`src/rtl/spi_arb_pkg.sv`:
```
// Shared definitions for the SPI arbiter: FSM state encodings, field widths
// and default parameter values.
package spi_arb_pkg;

  localparam int LEN_W           = 4;    // width of one xfer_len field
  localparam int PTR_W           = 3;    // round-robin pointer width (NREQ <= 8)
  localparam int DEF_NREQ        = 4;
  localparam int DEF_DW          = 16;
  localparam int DEF_TIMEOUT_CYC = 255;

  typedef enum logic [2:0] {
    ST_IDLE  = 3'd0,
    ST_LOAD  = 3'd1,
    ST_RUN   = 3'd2,
    ST_DRAIN = 3'd3,
    ST_ACK   = 3'd4
  } state_e;

  // Per-transaction SPI mode captured from the granted requester.
  typedef struct packed {
    logic             cpol;
    logic             cpha;
    logic [LEN_W-1:0] len;
  } spi_mode_t;

endpackage

```
`src/rtl/rr_pick.sv`:
```
// Combinational round-robin picker. ptr names the index holding top priority
// (one past the last grant); the search wraps modulo NREQ. Output is one-hot,
// or zero when nothing is requesting.
module rr_pick
  import spi_arb_pkg::*;
#(
  parameter int NREQ = DEF_NREQ
) (
  input  logic [NREQ-1:0]  req,
  input  logic [PTR_W-1:0] ptr,
  output logic [NREQ-1:0]  winner
);

  logic [NREQ-1:0] upper;
  logic [NREQ-1:0] src;

  // Prefer requesters at or above ptr; fall back to the wrapped range, then
  // isolate the lowest set bit of whichever set is searched.
  always_comb begin
    // NOTE: every signal written here gets a default first so no path leaves it unassigned, which would infer a latch.
    upper = '0;
    for (int i = 0; i < NREQ; i++) begin
      upper[i] = req[i] && (PTR_W'(i) >= ptr);
    end
    src    = (|upper) ? upper : req;
    winner = src & (~src + NREQ'(1));
  end

endmodule

```
`src/rtl/spi_arbiter.sv`:
```
// Round-robin arbiter sharing one SPI master between NREQ requesters.
// Optional watchdog: define SPI_ARB_TIMEOUT_EN to abort transfers that stay in
// RUN/DRAIN for TIMEOUT_CYC cycles (ack+err, rdata all-ones, 2-cycle spi_rst).
module spi_arbiter
  import spi_arb_pkg::*;
#(
  parameter int NREQ        = DEF_NREQ,
  parameter int DW          = DEF_DW,
  parameter int TIMEOUT_CYC = DEF_TIMEOUT_CYC
) (
  input  logic                  clk,
  input  logic                  rst_n,
  input  logic [NREQ-1:0]       req,
  input  logic [NREQ-1:0]       req_cpol,
  input  logic [NREQ-1:0]       req_cpha,
  input  logic [LEN_W*NREQ-1:0] req_len,
  input  logic [DW*NREQ-1:0]    req_wdata,
  output logic [NREQ-1:0]       gnt,
  output logic [NREQ-1:0]       ack,
  output logic [DW-1:0]         rdata,
  output logic                  err,
  output logic                  spi_en,
  output logic                  spi_we,
  output logic                  spi_oe,
  output logic                  spi_cpol,
  output logic                  spi_cpha,
  output logic [LEN_W-1:0]      spi_len,
  output logic [DW-1:0]         spi_wdata,
  input  logic [DW-1:0]         spi_rdata,
  input  logic                  spi_busy,
  input  logic                  spi_done,
  output logic                  spi_rst,
  output logic [NREQ-1:0]       cs_sel
);

  state_e           state_q, state_d;
  logic [NREQ-1:0]  gnt_q, gnt_d;
  logic [PTR_W-1:0] ptr_q, ptr_d;
  spi_mode_t        mode_q, mode_d;
  logic [DW-1:0]    wdata_q, wdata_d;
  logic [DW-1:0]    rdata_q, rdata_d;
  logic             rst_hold_q;

  logic [NREQ-1:0]  pick;
  logic [PTR_W-1:0] ptr_next;
  spi_mode_t        sel_mode;
  logic [DW-1:0]    sel_wdata;

  rr_pick #(.NREQ(NREQ)) u_rr_pick (
    .req    (req),
    .ptr    (ptr_q),
    .winner (pick)
  );

  // Priority pointer that would follow the current pick: one past it, wrapping.
  always_comb begin
    ptr_next = ptr_q;
    for (int i = 0; i < NREQ; i++) begin
      if (pick[i]) ptr_next = (i == NREQ - 1) ? '0 : PTR_W'(i + 1);
    end
  end

  // Select the granted requester's config slice.
  always_comb begin
    sel_mode  = '0;
    sel_wdata = '0;
    for (int i = 0; i < NREQ; i++) begin
      if (gnt_q[i]) begin
        sel_mode.cpol = req_cpol[i];
        sel_mode.cpha = req_cpha[i];
        sel_mode.len  = req_len[LEN_W*i +: LEN_W];
        sel_wdata     = req_wdata[DW*i +: DW];
      end
    end
  end

`ifdef SPI_ARB_TIMEOUT_EN
  localparam int CNT_W = $clog2(TIMEOUT_CYC + 1);

  logic [CNT_W-1:0] cnt_q, cnt_d;
  logic             tmo_q, tmo_d;
  logic [1:0]       rst_cnt_q, rst_cnt_d;
  logic             tmo_hit;

  // Watchdog: count RUN/DRAIN cycles, flag the cycle the count reaches the limit.
  always_comb begin
    cnt_d   = '0;
    tmo_hit = 1'b0;
    if (state_q == ST_RUN || state_q == ST_DRAIN) begin
      cnt_d   = cnt_q + CNT_W'(1);
      tmo_hit = (cnt_d == CNT_W'(TIMEOUT_CYC));
    end
    tmo_d = tmo_q;
    if (tmo_hit) tmo_d = 1'b1;
    else if (state_q == ST_ACK) tmo_d = 1'b0;
    rst_cnt_d = rst_cnt_q;
    if (tmo_hit) rst_cnt_d = 2'd2;
    else if (rst_cnt_q != 2'd0) rst_cnt_d = rst_cnt_q - 2'd1;
  end

  // Watchdog state registers.
  always_ff @(posedge clk or negedge rst_n) begin
    if (!rst_n) begin
      cnt_q     <= '0;
      tmo_q     <= 1'b0;
      rst_cnt_q <= 2'd0;
    end else begin
      cnt_q     <= cnt_d;
      tmo_q     <= tmo_d;
      rst_cnt_q <= rst_cnt_d;
    end
  end

  assign err     = (state_q == ST_ACK) && tmo_q;
  assign spi_rst = rst_hold_q | (rst_cnt_q != 2'd0);
`else
  // The watchdog limit has no effect without the timeout feature.
  logic unused_timeout_cfg;
  assign unused_timeout_cfg = (TIMEOUT_CYC != 0);

  assign err     = 1'b0;
  assign spi_rst = rst_hold_q;
`endif

  // Next-state and master-control decode.
  always_comb begin
    state_d = state_q;
    gnt_d   = gnt_q;
    ptr_d   = ptr_q;
    mode_d  = mode_q;
    wdata_d = wdata_q;
    rdata_d = rdata_q;
    spi_en  = 1'b0;
    spi_we  = 1'b0;
    spi_oe  = 1'b0;

    unique case (state_q)
      ST_IDLE: begin
        if (|req) begin
          gnt_d   = pick;
          ptr_d   = ptr_next;
          state_d = ST_LOAD;
        end
      end
      ST_LOAD: begin
        spi_en  = 1'b1;
        spi_we  = 1'b1;
        mode_d  = sel_mode;
        wdata_d = sel_wdata;
        state_d = ST_RUN;
      end
      ST_RUN: begin
        spi_en = 1'b1;
        if (spi_done) state_d = ST_DRAIN;
      end
      ST_DRAIN: begin
        spi_oe = 1'b1;
        // en follows busy combinationally so it is already low on the
        // cycle the master reports idle.
        if (spi_busy) begin
          spi_en = 1'b1;
        end else begin
          rdata_d = spi_rdata;
          state_d = ST_ACK;
        end
      end
      ST_ACK: begin
        gnt_d   = '0;
        state_d = ST_IDLE;
      end
      default: state_d = ST_IDLE;
    endcase

`ifdef SPI_ARB_TIMEOUT_EN
    if (tmo_hit) begin
      spi_en  = 1'b0;
      spi_oe  = 1'b0;
      rdata_d = '1;
      state_d = ST_ACK;
    end
`endif
  end

  // Arbiter state registers; reset aborts any transfer in flight.
  always_ff @(posedge clk or negedge rst_n) begin
    if (!rst_n) begin
      state_q    <= ST_IDLE;
      gnt_q      <= '0;
      ptr_q      <= '0;
      mode_q     <= '0;
      wdata_q    <= '0;
      rdata_q    <= '0;
      rst_hold_q <= 1'b1;
    end else begin
      // NOTE: non-blocking assignments so every flop samples pre-edge values regardless of statement order.
      state_q    <= state_d;
      gnt_q      <= gnt_d;
      ptr_q      <= ptr_d;
      mode_q     <= mode_d;
      wdata_q    <= wdata_d;
      rdata_q    <= rdata_d;
      rst_hold_q <= 1'b0;
    end
  end

  // In LOAD the master sees the live slice; afterwards the captured copy.
  assign spi_cpol  = (state_q == ST_LOAD) ? sel_mode.cpol : mode_q.cpol;
  assign spi_cpha  = (state_q == ST_LOAD) ? sel_mode.cpha : mode_q.cpha;
  assign spi_len   = (state_q == ST_LOAD) ? sel_mode.len  : mode_q.len;
  assign spi_wdata = (state_q == ST_LOAD) ? sel_wdata     : wdata_q;

  assign gnt    = gnt_q;
  assign cs_sel = gnt_q;
  assign ack    = (state_q == ST_ACK) ? gnt_q : '0;
  assign rdata  = rdata_q;

endmodule

```
`config.mk`:
```
export PLATFORM = sky130hd
export DESIGN_NAME = spi_arbiter
export DESIGN_NICKNAME = d
export VERILOG_FILES = /design/src/rtl/spi_arb_pkg.sv /design/src/rtl/rr_pick.sv /design/src/rtl/spi_arbiter.sv
export SDC_FILE = /design/constraint.sdc
export NUM_CORES = 1
export LEC_CHECK = 0
export CAP_MARGIN = 10
export CORE_UTILIZATION = 38
export CTS_BUF_LIST = sky130_fd_sc_hd__clkbuf_16
export CTS_CLUSTER_SIZE = 12
export DETAILED_ROUTE_END_ITERATION = 8
export PLACE_DENSITY = 0.78
export RECOVER_POWER = 50
export REMOVE_ABC_BUFFERS = 1
export SKIP_LAST_GASP = 1
export SLEW_MARGIN = 5
export SYNTH_ARGS = -nofsm -noshare
export SYNTH_HDL_FRONTEND = slang
export SYNTH_HIERARCHICAL = 1
export SYNTH_SLANG_ARGS = --single-unit
```
`constraint.sdc`:
```
create_clock -name clk -period 2.05 [get_ports clk]
set_clock_uncertainty 0.05 [all_clocks]
set_input_delay 0.41 -clock clk [delete_from_list [all_inputs] [get_ports clk]]
set_output_delay 0.41 -clock clk [all_outputs]
set_load 0.1 [all_outputs]
```
# --- After elaboration in Yosys (flattened, before gate mapping) ---
# Cells that the tools add are included.
totals:
  regBits: 49
  inputBits: 112
  output_inout_bits: 55
  wordCells: 66
classes:
  add_sub_neg: 1
  n_lt_le_gt_ge: 4
  eq_ne: 7
  n_mux: 28
  n_bitwise: 3
  reduce_logical: 14
op_table:
  columns: ["cell", "n"]
  rows:
  - ["$mux 16", 5]
  - ["$mux 6", 4]
  - ["$mux 3", 7]
  - ["$mux 4", 4]
  - ["$pmux 3 s4", 1]
  - ["$pmux 4 s2", 1]
  - ["$reduce_or 4->1", 2]
  - ["$eq 3x2->1 const B", 2]
  - ["$ge 1x3->1 const A", 2]
  - ["$ge 2x3->1 const A", 2]
  - ["$ne 2x2->1 const B", 3]
  - ["$reduce_and 3->1", 2]
  - ["$mux 1", 5]
  - ["$add 4x1->4 const B", 1]
  - ["$and 4x4->4", 1]
  - ["$logic_and 1x1->1", 4]
  - ["$not 4->4", 1]
  - ["$reduce_and 2->1", 2]
  - ["$reduce_bool 4->1", 1]
  - ["$eq 3x1->1 const B", 1]
  - ["$eq 3x3->1 const B", 1]
  - ["$logic_not 3->1", 1]
  - ["$pmux 1 s2", 1]
  - ["$reduce_bool 2->1", 1]
  - ["2 further kinds", 2]

# --- Depth between registers and ports, before layout ---
# Gate-level depths: netlist of the first run.
depth:
  word_depth: 11
  mapped_depth: 7
  mapped_depth_nobuf: 7

# --- Hierarchy ---
# Netlist of the first run, hierarchy kept.
by_module_without_submodules:
  columns: ["module", "n_inst", "cells_each", "area_per_inst_um2", "seq_area_each_um2"]
  rows:
  - ["spi_arbiter", 1, 284, 2673.8, 1202.4]
  - ["rr_pick", 1, 21, 122.6, 0.0]

# --- Least setup slack after synthesis of the first run ---
# No wires, ideal clock.
synth_timing:
  path_kind: "flip-flop to output port"
  start: "register gnt_q[2], in the netlist cs_sel[2]"
  end: "output spi_len[2]"
  arrival_ps: 3596
  required_ps: 1590
  slack_ps: -2006
  path_stages_with_launch: 6
  path_buffers: 2
  cell_sequence: "dfrtp_1 buf_2 buf_1 a21oi_1 a221o_1 a31oi_1"
synth_between:
  elab_chain_len: 3
synth_rtl:
  columns: ["element", "line_no", "text"]
  rows:
  - ["start, declared", "spi_arbiter.sv:37", "logic [NREQ-1:0] gnt_q, gnt_d;"]
  - ["start signal, assigned", "spi_arbiter.sv:197", "gnt_q <= gnt_d;"]
  - ["$mux 6 (2 in series)", "spi_arbiter.sv:68", "if (gnt_q[i]) begin"]
  - ["$mux 4", "spi_arbiter.sv:209", "assign spi_len = (state_q == ST_LOAD) ? sel_mode.len : mode_q.len;"]
  - ["end, declared", "spi_arbiter.sv:27", "output logic [LEN_W-1:0] spi_len,"]
# No other way between the ends.

# --- Worst setup path in the final report of the first run ---
layout_timing:
  start: "register gnt_q[1], in the netlist cs_sel[1]"
  end: "output spi_wdata[8]"
layout_between:
  elab_chain_len: 4
layout_rtl:
  columns: ["element", "line_no", "text"]
  rows:
  - ["$mux 16 (3 in series)", "spi_arbiter.sv:68", null]
  - ["$mux 16", null, null]
  - ["end, declared", "spi_arbiter.sv:28", "output logic [DW-1:0] spi_wdata,"]
# No other way between the ends.

==> results of run 1 <==
## sequential cells by signal, indices dropped and copies added (netlist names)
register and cells:
cs_sel 4, mode_q 6, ptr_q 2, rdata 16
spi_rst 1, state_q 3, wdata_q 16
## final cells by class
| cell class | instances | area (um2) |
|---|---|---|
| Timing Repair Buffer | 225 | 2540 |
| Multi-Input combinational cell | 207 | 1430 |
| Fill cell | 437 | 1420 |
| Sequential cell | 48 | 1200 |
| Clock buffer | 5 | 125 |
| Tap cell | 96 | 120 |
| Inverter | 24 | 90.1 |
| Clock inverter | 3 | 11.3 |
## cells in the final DEF (no fill, tap or decap), types with 2 or more instances in the layout
master | netlist | layout
nor3_1 | 2 | 2
a21oi_1 | 26 | 26
a31oi_1 | 22 | 18
buf_12 | 0 | 42
and3_1 | 5 | 4
a31oi_2 | 0 | 2
clkinv_1 | 0 | 2
nand2b_1 | 3 | 3
clkbuf_16 | 0 | 6
nand3b_1 | 22 | 22
nor2_1 | 31 | 31
buf_6 | 2 | 6
dfrtp_2 | 0 | 2
nand2_1 | 26 | 26
a221o_1 | 22 | 22
conb_1 | 1 | 5
buf_16 | 0 | 2
buf_4 | 5 | 48
o31ai_1 | 3 | 2
mux2_2 | 20 | 20
a31oi_4 | 0 | 2
clkbuf_2 | 0 | 14
clkdlybuf4s50_1 | 0 | 109
a21boi_0 | 4 | 4
inv_1 | 24 | 25
dfrtp_1 | 47 | 45
## kinds of logic (layout without fill, tap and decap cells)
logic type,count (synthesis),count (layout)
flops,48,48
mux,21,21
other cells,1,5
buf+inv,54,257
compound gates,82,82
simple gates,99,99
## worst paths after layout
kind / depth (start not counted) / endpoint / startpoint
worst max-delay path: 6 / spi_wdata[8] / cs_sel[1]
worst min-delay path: 1 / wdata_q[5] / rst_n
worst max register to register: 5 / ptr_q[0] / state_q[1]
worst min register to register: 1 / rdata[14] / rdata[14]
max in group asynchronous: 2 / state_q[1] / rst_n
min in group clk: 1 / rdata[14] / rdata[14]
## timing repair
item | in CTS | in global routing
pin swaps | 5 | 9
setup buffers | 5 | 3
endpoints found under the setup margin | 23 | 29
resized for setup | 10 | 14
cloned | 1 | 1
endpoints found under the hold margin | 0 | 0
## layer usage
| metal | wire length (um) | vias to the layer above |
|---|---|---|
| li1 | - | 1489 |
| met1 | 3850 | 1537 |
| met2 | 5250 | 168 |
| met3 | 1010 | 32 |
| met4 | 370 | 0 |
| met5 | 0 | - |
## metrics by stage
stage               area (um2)  TNS (ns)
finish                    5530     -6.00
global route              5530     -7.59
CTS                       5470     -5.85
detailed placement        5230     -4.20
global placement          5230     -3.65
floorplan                 2660   -162.76
==> reports/results.md, run 1 <==
| Quantity | Reported |
|---|---|
| Number of port buffers | 165 |
| Count of flip-flops with a built-in enable after synthesis | 0 |
| Top area cells in the synthesized netlist | dfrtp_1 42%, mux2_2 8.1%, a221o_1 7.9% |
| Setup repair after global routing missed its margin | yes |
| Global route hottest layer | met2 |
| Worst Path Buf+Inv | 3 |
| Number of H-tree levels | 2 |
| Crit-path max cell delay | 0.46 ns |
| Met1 usage in global routing | 0.259 |
| Smallest setup slack after layout | -0.337 ns |
| Number of warnings printed during yosys synthesis | 6 |
| TritonCTS clock tree | built |
| Average wire per cell in the routed design | 17.2 um |
| Drt first-iter violations | 152 |
| Tightest Hold Check Type | in -> async |
| Clock slew seen by the registers of the worst setup and hold paths | 0.06 ns |
| Initial antenna violation count | 0 |
| Hold WS | 0.257 ns |
| Source-to-sink clock delay at the later pin of the worst-skew pair | 0.28 ns |
| Cell with the largest stage delay on the worst path | dfrtp_2 |
| Run status | complete, but fails checks |
| Share of the cycle needed by the critical path after routing | 1.16 |
| Total of endpoints with negative setup slack in the final report | 26 |
| Post-Synthesis Mean Instance Area | 9.17 um2 |
| Xor-xnor portion of the synthesized cell area | 0 |
| Met3 Resource Use GR | 0.0886 |
| Number of pins exceeding their max-slew limit in the final report | 0 |
| Compound-cell area share of the yosys netlist | 0.213 |
| Initial Util | 0.403 |
| Fraction of the mapped netlist area in simple logic gates | 0.186 |
| Total of max-cap violations | 0 |
| Worst Setup Slack post-DPL | -0.256 ns |
| Chip Height | 87.8 um |
| Root Buffer | clkbuf_16 |
| Die Outline Area | 7710 um2 |
| Cell count after synthesis | 305 |
| Met2 usage | 0.477 |
| First-pass GRT wire length | 15200 um |
| Maximum fanout encountered on the critical timing path | 16 |
| Share of the core filled with cells | 0.796 |
| Core ar. | 6940 um2 |
| Fraction of the mapped netlist area in adder cells | 0 |
| Post-synth cell types | 36 |
| Via-per-instance ratio | 5.31 |
| Critical Path End Type | output port |
| Critical setup path kind | reg -> out |
| Syn-to-layout area delta | 97.6% |
| Category of cells accounting for the largest share of critical-path delay | compound AO/OA/AOI/OAI gates |
| Largest net degree at the start of global routing | 31 |
| Portion of the post-synthesis area used by sequential elements | 0.430 |
| Worst endpoint required time | 1.59 ns |
| Leading cell type by number of instances after synthesis | dfrtp_1 |
| Number of remaining DRC errors | 0 |
| Largest family of logic cells by synthesized area | compound AO/OA/AOI/OAI gates |
| Global router's overall resource usage | 0.258 |
| Clock buffer count from CTS | 5 |
| Worst Path Arrival | 1.93 ns |
| Violated checks | negative setup slack |
| Async set-reset flop share out of synthesis | 1.00 |
| Leading area contributor after synthesis | dfrtp_1 |
| Detailed Routing Iterations Pass 1 | 4 |
| Post-placement cell count | 590 |
| Area share of the leading cell type in the synthesized netlist | 0.421 |
| Setup slack on the worst flop-to-flop path | 0.14 ns |
| Total number of placement rows | 30 |
| Endpoints failing hold | 0 |
| Detailed placement HPWL | 7310 um |
| Total number of nets in the final design | 623 |
| Number of antenna-violating nets in the routed design | 0 |
| Post-synthesis sequential element count | 48 |
| Critical-path cell list | buf_8 -> nand3b_1 -> a221o_1 -> a31oi_1 -> buf_4 -> buf_12 |
| Slew margin rel. | 0.276 |
| Number of buffers between clock root and the deepest sink | 2 |
| Final Critical Period | 2.39 ns |
| Top achievable clock speed | 419 MHz |
| Fraction of synthesized area in multiplexers | 0.0846 |
| Count of boundary I/O pins | 167 |
| Die boundary width | 87.8 um |
| Quantity of hold-fixing buffers added after cts | 0 |
| Non-filler instance count after layout | 608 |
| Global placement routability congestion | 0.807 |
| Via count | 3226 |
| Number of diodes added for antenna fixing | 0 |
| Combined area of all synthesized cells | 2800 um2 |
| GRT Residual Overflow | 0 |
| Vias in the first global route | 3243 |
| Layout cell share with drive strength beyond 1 | 0.303 |
| Launching element type of the critical path | register |
| Slew at the pin closest to its max-slew limit | 1.09 ns |
| Most used DFF post-synth | dfrtp_1 |
| DRT Wirelength | 10500 um |
| Most frequent cells after synthesis | 47 x dfrtp_1, 31 x nor2_1, 26 x a21oi_1, 26 x nand2_1, 24 x inv_1 |
| Num Clock Sinks | 48 |
Power of run 1 is left out: the tool's default activity adds up to more than one toggle a clock period on the data nets, which glitch-free logic cannot reach.
==> run 2: changes to the inputs <==
--- a/config.mk
+++ b/config.mk
@@ -13,6 +13,7 @@
 export PLACE_DENSITY = 0.78
 export RECOVER_POWER = 50
 export REMOVE_ABC_BUFFERS = 1
+export SETUP_SLACK_MARGIN = 0.3
 export SKIP_LAST_GASP = 1
 export SLEW_MARGIN = 5
 export SYNTH_ARGS = -nofsm -noshare
==> run 2 against run 1 <==
  * The run still ends with negative setup slack left
  * Utilization rose by 2.9 points
  * Flip-flop and latch count stayed put
  * Global-route usage is 1.7 points higher
  * Wire length increased by 10%
  * Die area unchanged
  * Register-to-register slack worse by 0.02 ns
  * Cell area grew 3.6%
  * Hold slack got worse by 0.0020 ns
  * Critical endpoint is now spi_wdata[5]
  * Highest routed layer unchanged
==> reports/results.md, run 2 (same netlist as run 1, synthesis figures left out) <==
| Quantity | Reported | Change |
|---|---|---|
| Drt first-iter violations | 189 | was 152 |
| Total number of nets in the final design | 632 | was 623 |
| Initial antenna violation count | 0 | unchanged |
| Critical setup path kind | reg -> out | unchanged |
| Core ar. | 6940 um2 | unchanged |
| Number of remaining DRC errors | 0 | unchanged |
| Cell with the largest stage delay on the worst path | dfrtp_2 | unchanged |
| Root Buffer | clkbuf_16 | unchanged |
| Filler cells | 392 | was 437 |
| First-pass GRT wire length | 16000 um | was 15200 um |
| Vias in the first global route | 3369 | was 3243 |
| Count of boundary I/O pins | 167 | unchanged |
| Run status | complete, but fails checks | unchanged |
| Source-to-sink clock delay at the later pin of the worst-skew pair | 0.29 ns | was 0.28 ns |
| Global placement routability congestion | 0.807 | unchanged |
| Setup crit end | spi_wdata[5] | was spi_wdata[8] |
| Final Critical Period | 2.44 ns | was 2.39 ns |
| Total number of placement rows | 30 | unchanged |
| Detailed placement HPWL | 7310 um | unchanged |
| Commonest cells after routing, fill and taps aside | 106 x clkdlybuf4s50_1, 49 x buf_4, 44 x dfrtp_1 | was 109 x clkdlybuf4s50_1, 48 x buf_4, 45 x dfrtp_1 |
| Top achievable clock speed | 410 MHz | was 419 MHz |
| Syn-to-layout area delta | 105% | was 97.6% |
| Launching element type of the critical path | register | unchanged |
| Number of port buffers | 165 | unchanged |
| Fin Setup TNS | -6.86 ns | was -6.00 ns |
| Total of max-cap violations | 0 | unchanged |
| Cells on worst reg2reg path | 6 | was 5 |
| Slew at the pin closest to its max-slew limit | 1.10 ns | was 1.09 ns |
| Quantity of hold-fixing buffers added after cts | 0 | unchanged |
| Number of diodes added for antenna fixing | 0 | unchanged |
| Setup repair after global routing missed its margin | yes | unchanged |
| Commonest non-fill, non-tap cell in the layout | clkdlybuf4s50_1 | unchanged |
| Critical-path cell list | buf_6 -> nand3b_1 -> a221o_1 -> a31oi_1 -> buf_4 -> buf_12 | was buf_8 -> nand3b_1 -> a221o_1 -> a31oi_1 -> buf_4 -> buf_12 |
| Largest net degree at the start of global routing | 31 | unchanged |
| Via count | 3360 | was 3226 |
| Layout cell share with drive strength beyond 1 | 0.344 | was 0.303 |
| Category of cells accounting for the largest share of critical-path delay | compound AO/OA/AOI/OAI gates | unchanged |
| Worst endpoint required time | 1.59 ns | about the same |
| Initial Util | 0.403 | unchanged |
| Tightest Hold Check Type | in -> async | unchanged |
| Met1 usage in global routing | 0.271 | was 0.259 |
| Num Clock Sinks | 48 | unchanged |
| Die Outline Area | 7710 um2 | unchanged |
| Detailed Routing Iterations Pass 1 | 4 | unchanged |
| Met3 Resource Use GR | 0.0895 | was 0.0886 |
| Slew margin rel. | 0.267 | was 0.276 |
| Maximum fanout encountered on the critical timing path | 7 | was 16 |
| Number of cells on the critical path | 6 | unchanged |
| DRT Wirelength | 11500 um | was 10500 um |
| Post-placement cell count | 590 | unchanged |
| Chip Height | 87.8 um | unchanged |
| Met2 usage | 0.515 | was 0.477 |
| R2R Path End | ptr_q[0] | unchanged |
| Smallest setup slack after layout | -0.389 ns | was -0.337 ns |
| Number of antenna-violating nets in the routed design | 0 | unchanged |
| Worst Path Buf+Inv | 3 | unchanged |
| Global route hottest layer | met2 | unchanged |
| Launch point of the critical path | cs_sel[1] | unchanged |
| Reg2Reg Launch Point | state_q[1] | unchanged |
| Number of pins exceeding their max-slew limit in the final report | 0 | unchanged |
| Endpoints failing hold | 0 | unchanged |
| Share of the core filled with cells | 0.825 | was 0.796 |
| Via-per-instance ratio | 5.45 | was 5.31 |
| Violated checks | negative setup slack | unchanged |
| Total of endpoints with negative setup slack in the final report | 27 | was 26 |
| Average wire per cell in the routed design | 18.7 um | was 17.2 um |
| Critical Path End Type | output port | unchanged |
| Non-filler instance count after layout | 617 | was 608 |
| Clock slew seen by the registers of the worst setup and hold paths | 0.06 ns | about the same |
| Share of the cycle needed by the critical path after routing | 1.19 | was 1.16 |
| Clock buffer count from CTS | 5 | unchanged |
| Die boundary width | 87.8 um | unchanged |
| TritonCTS clock tree | built | unchanged |
| Number of buffers between clock root and the deepest sink | 2 | unchanged |
| Global router's overall resource usage | 0.274 | was 0.258 |
| Hold WS | 0.255 ns | was 0.257 ns |
| Worst Path Arrival | 1.98 ns | was 1.93 ns |
| Crit-path max cell delay | 0.45 ns | was 0.46 ns |
| Number of H-tree levels | 2 | unchanged |
| GRT Residual Overflow | 0 | unchanged |
| Setup slack on the worst flop-to-flop path | 0.12 ns | was 0.14 ns |
[run 2: cell count changes in the layout (fill, tap and decap cells not counted), sizes merged]
cell / before / now
clkbuf: 21 / 20
buf: 99 / 109
clkdlybuf4s50: 109 / 106
dlymetal6s2s: 1 / 0
dlygate4sd2: 0 / 4
[run 2: metrics by stage]
step	worst slack (ns)	instance area, um2
after floorplan	-3.47	2660
after global placement	-0.201	5230
after detailed placement	-0.256	5230
after CTS	-0.309	5650
after global routing	-0.418	5730
final	-0.389	5730
[run 2: area by class of cell]
| class | count | area (um2) | share of cell area |
|---|---|---|---|
| flip-flops and latches | 48 | 1210 | 0.211 |
| well taps | 96 | 120 | 0.0210 |
| clock buffers | 5 | 125 | 0.0218 |
| clock inverters | 3 | 11.3 | 0.00197 |
| inverters | 24 | 90.1 | 0.0157 |
| repair buffers | 234 | 2650 | 0.463 |
| multi-input cells | 207 | 1530 | 0.266 |
[run 2: routing by layer]
layer  vias up  part of all wire
li1       1517                 -
met5         -                 0
met2       189              0.52
met3        21             0.093
met1      1633              0.36
met4         0             0.024
[run 2: how the worst min path moves through the flow]
stage	start	to	slack, ns
2_1_floorplan	rst_n	cs_sel[0]	0.06
3_3_place_gp	rst_n	wdata_q[0]	0.35
3_5_place_dp	rst_n	wdata_q[0]	0.35
4_1_cts	rst_n	wdata_q[14]	0.05
5_1_grt	rst_n	wdata_q[7]	0.36
6_report	rst_n	wdata_q[0]	0.25
[run 2: what timing repair did]
item                                    in CTS  in global routing
setup buffers                               12                  5
pin swaps                                   10                 22
gates cloned                                 2                  0
resized for setup                           38                 21
endpoints found under the setup margin      35                 38
Power of run 2 is left out for the same reason.
